==> src/rtl/home_event_scheduler.sv <==
// Arbitrates N level-sensitive sensor channels plus one hysteretic thermostat
// channel and drives one actuator at a time for a fixed dwell.
module home_event_scheduler #(
  parameter int NUM_SENSORS   = 5,
  parameter int TEMP_WIDTH    = 6,
  parameter int HEAT_ON       = 15,
  parameter int COOL_ON       = 30,
  parameter int HYST          = 2,
  parameter int DWELL         = 4,
  parameter int PRIORITY_MODE = 0,
  localparam int DISP_W       = $clog2(NUM_SENSORS + 3)
) (
  input  logic                   clk,
  input  logic                   reset,
  input  logic [NUM_SENSORS-1:0] sensor_in,
  input  logic [TEMP_WIDTH-1:0]  temperature,
  output logic [NUM_SENSORS-1:0] act,
  output logic                   heater,
  output logic                   cooler,
  output logic [DISP_W-1:0]      display,
  output logic                   busy
);

  localparam int SLOTS = NUM_SENSORS + 1;
  localparam int PTR_W = $clog2(SLOTS);
  localparam int CNT_W = $clog2(DWELL + 1);

  // Handshake: none. Sensors are level requests sampled every cycle in SCAN;
  // a grant is never withdrawn early, so no ready/ack path exists.
  typedef enum logic {SCAN, HOLD} state_t;

  state_t             state, state_nxt;
  logic [PTR_W-1:0]   ptr, ptr_nxt, grant, grant_nxt, win;
  logic               win_valid;
  logic [CNT_W-1:0]   dwell_cnt, dwell_nxt;
  logic               heat_st, cool_st, heat_nxt, cool_nxt;
  logic [SLOTS-1:0]   req;
  logic [31:0]        temp_u;

  logic [NUM_SENSORS-1:0] act_nxt;
  logic                   heater_nxt, cooler_nxt, busy_nxt;
  logic [DISP_W-1:0]      display_nxt;

  assign temp_u = 32'(temperature);
  assign req    = {heat_st | cool_st, sensor_in};

  // Set/clear thresholds are separated by the hysteresis band; inside it the state holds.
  always_comb begin
    heat_nxt = heat_st;
    cool_nxt = cool_st;
    if (temp_u < 32'(HEAT_ON))             heat_nxt = 1'b1;
    else if (temp_u >= 32'(HEAT_ON + HYST)) heat_nxt = 1'b0;
    if (temp_u > 32'(COOL_ON))             cool_nxt = 1'b1;
    else if (temp_u <= 32'(COOL_ON - HYST)) cool_nxt = 1'b0;
  end

  // Winner search: rotating start at ptr (wrapping at SLOTS) or fixed from slot 0.
  always_comb begin
    int idx;
    idx       = 0;
    win       = '0;
    win_valid = 1'b0;
    for (int k = 0; k < SLOTS; k++) begin
      if (PRIORITY_MODE != 0) idx = k;
      else begin
        idx = int'(ptr) + k;
        if (idx >= SLOTS) idx = idx - SLOTS;
      end
      if (!win_valid && req[idx]) begin
        win_valid = 1'b1;
        win       = PTR_W'(idx);
      end
    end
  end

  always_comb begin
    state_nxt   = state;
    ptr_nxt     = ptr;
    grant_nxt   = grant;
    dwell_nxt   = dwell_cnt;
    act_nxt     = act;
    heater_nxt  = heater;
    cooler_nxt  = cooler;
    display_nxt = display;
    busy_nxt    = busy;
    case (state)
      SCAN: begin
        act_nxt     = '0;
        heater_nxt  = 1'b0;
        cooler_nxt  = 1'b0;
        display_nxt = '0;
        busy_nxt    = 1'b0;
        if (win_valid) begin
          state_nxt = HOLD;
          busy_nxt  = 1'b1;
          dwell_nxt = CNT_W'(DWELL - 1);
          grant_nxt = win;
          if (win == PTR_W'(NUM_SENSORS)) begin
            // Heat/cool choice is frozen here for the whole hold.
            heater_nxt  = heat_st;
            cooler_nxt  = !heat_st;
            display_nxt = heat_st ? DISP_W'(NUM_SENSORS + 1) : DISP_W'(NUM_SENSORS + 2);
          end else begin
            act_nxt     = NUM_SENSORS'(1) << win;
            display_nxt = DISP_W'(win) + 1'b1;
          end
        end
      end
      HOLD: begin
        if (dwell_cnt == '0) begin
          state_nxt   = SCAN;
          act_nxt     = '0;
          heater_nxt  = 1'b0;
          cooler_nxt  = 1'b0;
          display_nxt = '0;
          busy_nxt    = 1'b0;
          ptr_nxt     = (grant == PTR_W'(NUM_SENSORS)) ? '0 : grant + 1'b1;
        end else begin
          dwell_nxt = dwell_cnt - 1'b1;
        end
      end
      default: state_nxt = SCAN;
    endcase
  end

  always_ff @(posedge clk or posedge reset) begin
    if (reset) begin
      state     <= SCAN;
      ptr       <= '0;
      grant     <= '0;
      dwell_cnt <= '0;
      heat_st   <= 1'b0;
      cool_st   <= 1'b0;
      act       <= '0;
      heater    <= 1'b0;
      cooler    <= 1'b0;
      display   <= '0;
      busy      <= 1'b0;
    end else begin
      state     <= state_nxt;
      ptr       <= ptr_nxt;
      grant     <= grant_nxt;
      dwell_cnt <= dwell_nxt;
      heat_st   <= heat_nxt;
      cool_st   <= cool_nxt;
      act       <= act_nxt;
      heater    <= heater_nxt;
      cooler    <= cooler_nxt;
      display   <= display_nxt;
      busy      <= busy_nxt;
    end
  end

endmodule
==> config.mk <==
export PLATFORM = sky130hd
export DESIGN_NAME = home_event_scheduler
export DESIGN_NICKNAME = d
export VERILOG_FILES = /design/src/rtl/home_event_scheduler.sv
export SDC_FILE = /design/constraint.sdc
export NUM_CORES = 1
export LEC_CHECK = 0
export CORE_MARGIN = 5
export CORE_UTILIZATION = 58
export CTS_BUF_LIST = sky130_fd_sc_hd__clkbuf_2
export DETAILED_ROUTE_END_ITERATION = 12
export PLACE_DENSITY = 0.82
export SETUP_SLACK_MARGIN = 0.15
export SLEW_MARGIN = 30
export SYNTH_ARGS = -nofsm -noshare
export SYNTH_HDL_FRONTEND = slang
export SYNTH_SLANG_ARGS = --single-unit
==> constraint.sdc <==
create_clock -name clk -period 4.8 [get_ports clk]
set_input_delay 0.96 -clock clk [delete_from_list [all_inputs] [get_ports clk]]
set_output_delay 0.96 -clock clk [all_outputs]
set_load 0.005 [all_outputs]
==> qor.json <==
{
  "outcome": "complete, no violations",
  "rrSetupSlack_ns": 0.39,
  "design.portCount": 24,
  "met2_demand_to_capacity_share_in_global_routing_pct": 35.06,
  "setup-violations-final": 0,
  "critical_path.reg2reg.startpoint": "ptr[1]",
  "largest_net_degree_at_the_start_of_global_routing": 24,
  "timing.critical_path.required_ns": 5.06,
  "grt_setup_unrepaired": "false",
  "grtUsageMet3_pct": 2.326,
  "critical_path.startpoint_type": "register",
  "max-cap-violations": 0,
  "numPortBuffers": 23,
  "synth_enable_flop_cells": 0,
  "synthSimpleGateAreaFrac_pct": 18.32,
  "fmax_mhz": 226.9,
  "clk_slew_on_worst_s_h_paths_ns": 0.21,
  "report.final.hold_viol_count": 0,
  "post-synth-top-area-fraction_pct": 28.47,
  "route.detailed.drc": 0,
  "yosys-mux-area-fraction_pct": 6.312,
  "cts_tree": "built",
  "initial_utilization_pct": 60.12,
  "critical_path.max_fanout": 11,
  "post_cts_buffers": 0,
  "tightestPinTransition_ns": 0.9087,
  "detailedRoute.firstPassIterationCount": 4,
  "deepest_level_of_the_cts_h_tree": 1,
  "synthesis.instances": 226,
  "floorplan.core_area_um2": 3363,
  "depth_of_the_most_critical_reg_to_reg_path": 15,
  "final_nets": 283,
  "cts_inserted_buffers": 3,
  "synth_top_family_by_area": "compound AO/OA/AOI/OAI gates",
  "antenna_found_initial": 0,
  "yosys.area_share.xor_xnor_pct": 3.403,
  "cp-startpoint": "ptr[1]",
  "vias_per_cell": 6.010,
  "synth.yosys.warnings": 0,
  "area_share_of_fa_ha_maj_cells_after_synthesis_pct": 12.87,
  "gpl.final_weighted_congestion": 0.8974,
  "die_width_um": 69.05,
  "end_of_the_critical_path": "display[0]",
  "synth_top_cell_by_area": "dfrtp_1",
  "arrival_time_of_data_at_the_critical_path_endpoint_ns": 4.67,
  "cts_sinks": 23,
  "final_max_slew_viol_count": 0,
  "synthesis.nets": 259,
  "ffs_w_async_s_r_synth_pct": 100.0,
  "cts_repair_resize_count": 0,
  "timing_worst_setup_path_type": "reg2reg",
  "busiest_layer": "met2",
  "post_synth_num_cell_types": 55,
  "holdCritPathClass": "reg2reg",
  "total_grt_usage_pct": 19.62,
  "synth.area.top_cells": "dfrtp_1 28%, ha_1 12%, nand2_1 4.1%",
  "share_of_layout_cells_above_drive_strength_1_pct": 9.639,
  "slew_headroom_pct": 39.30,
  "die_y_um": 69.05,
  "n_fill_cell": 304,
  "postSynthAreaPerCell_um2": 8.947,
  "clk_latency_ns": 0.34,
  "cts.hold.buffers_added": 0,
  "post-synth-top-count-cell": "dfrtp_1",
  "synth_seq_cells": 23,
  "period_utilization_post_route_pct": 91.82,
  "drt.antenna.violating_nets": 0,
  "num_rows": 21,
  "dr_total_vias": 1773,
  "total_negative_setup_slacks_ns": 0,
  "syn_to_final_growth_pct": 14.23,
  "synth_flop_cell": "dfrtp_1",
  "post_syn_area_um2": 2022,
  "hpwl_after_detailed_placement_mm": 3.678,
  "grt_pass1_wl_mm": 7.859,
  "wirelength_mm": 4.694,
  "ys_seq_area_share_pct": 28.47,
  "grt_overflow_total": 0,
  "antenna_cells": 0,
  "layout_min_cycle_time_ns": 4.407,
  "compound_gate_fraction_of_synth_area_pct": 25.06,
  "via_count_of_the_first_global_routing_pass": 1728,
  "drt_iter0_markers": 102,
  "clock_tree.buffer_depth": 2,
  "ctsRootBufferMaster": "clkbuf_2",
  "crit-reg2reg-capture": "display[0]",
  "setup.worst_path.end_class": "register",
  "finClkSkew_ns": 0.008633,
  "die_area_um2": 4767,
  "globalRouteMet1Util_pct": 24.32,
  "post_synth_most_frequent_cells": "23 x dfrtp_1, 22 x nand2_1, 20 x ha_1",
  "wl_cell_um": 15.91
}
==> stage by stage <==
stage / hold slack [ns] / setup slack (ns) / cells / utilization, % / cell area, um^2
2_1_floorplan: 0.4445 / 0.8817 / 226 / - / 2022
3_3_place_gp: 0.4595 / 0.5032 / 291 / 68.01 / 2287
3_5_place_dp: 0.4671 / 0.3596 / 291 / 68.01 / 2287
4_1_cts: 0.4916 / 0.3400 / 295 / 68.60 / 2307
5_1_grt: 0.5150 / 0.1455 / 295 / 68.68 / 2310
6_report: 0.4909 / 0.3926 / 295 / 68.68 / 2310
==> placed cells by master, fill, tap and decap left out, types with 3 or more instances in the layout <==
cell type	count
mux2_2	4
buf_4	4
ha_1	19
a32o_1	4
o21ai_0	10
nand2_1	22
o211ai_1	6
nor2_1	11
or3_1	4
or2_2	4
inv_1	15
nand2b_1	4
or4_1	3
clkbuf_2	4
a21oi_1	12
clkdlybuf4s50_1	23
a22o_1	3
a211oi_1	3
o22ai_1	5
dfrtp_1	23
xnor2_1	5
nand3_1	6
nor3_1	6
mux2i_1	6
a21o_1	3
o31ai_1	3
==> worst max-delay path, cell delays in order, from the launching register on <==
cell      delay (ns)
dfrtp_1         0.54
inv_1           0.30
ha_2            0.44
ha_1            0.25
a211oi_2        0.26
o21ai_0         0.18
xnor2_1         0.33
mux2_2          0.38
o21a_1          0.19
o211ai_1        0.27
nand2_1         0.16
inv_1           0.12
ha_1            0.22
inv_1           0.08
or3_1           0.34
a32o_1          0.27
==> registers in the layout (all words and copies together), names as in the netlist <==
| name | flops |
|---|---|
| dwell_cnt | 3 |
| state | 1 |
| heat_st | 1 |
| cooler | 1 |
| heater | 1 |
| grant | 3 |
| act | 5 |
| display | 3 |
| ptr | 3 |
| cool_st | 1 |
| busy | 1 |
==> per-layer routing <==
layer / part of all wire [%] / up-vias / wire length [um]
met5: 0 / - / 0
met4: 1.7 / 0 / 78
met1: 44 / 820 / 2080
li1: - / 889 / -
met3: 4.2 / 9 / 198
met2: 50 / 55 / 2336
==> cell families (layout without fill, tap and decap cells) <==
group,after synthesis,count (layout)
AO/OA/AOI/OAI,70,70
AND/OR/NAND/NOR,70,70
multiplexers,11,11
adder cells (fa/ha/maj),21,21
flip-flops,23,23
buffers and inverters,24,47
XOR/XNOR,7,7
==> how the worst min path moves through the flow <==
stage               slack (ns)           end  depth (start not counted)    startpoint
finish                    0.49  dwell_cnt[0]                          1  dwell_cnt[0]
global route              0.52  dwell_cnt[0]                          1  dwell_cnt[0]
CTS                       0.49  dwell_cnt[0]                          1  dwell_cnt[0]
detailed placement        0.47  dwell_cnt[0]                          1  dwell_cnt[0]
global placement          0.46          busy                          2          busy
floorplan                 0.44  dwell_cnt[0]                          1  dwell_cnt[0]
==> cell type report <==
type | count | area, um^2 | area share (%)
multi-input combinational | 179 | 1336 | 57.85
sequential | 23 | 575.6 | 24.92
timing repair buffer | 27 | 260.3 | 11.27
inverter | 16 | 60.06 | 2.600
tap | 46 | 57.56 | 2.492
clock buffer | 4 | 20.02 | 0.8667
Power is not shown: default switching activity piles up to over one toggle a cycle in this logic, so the estimate is an artifact.
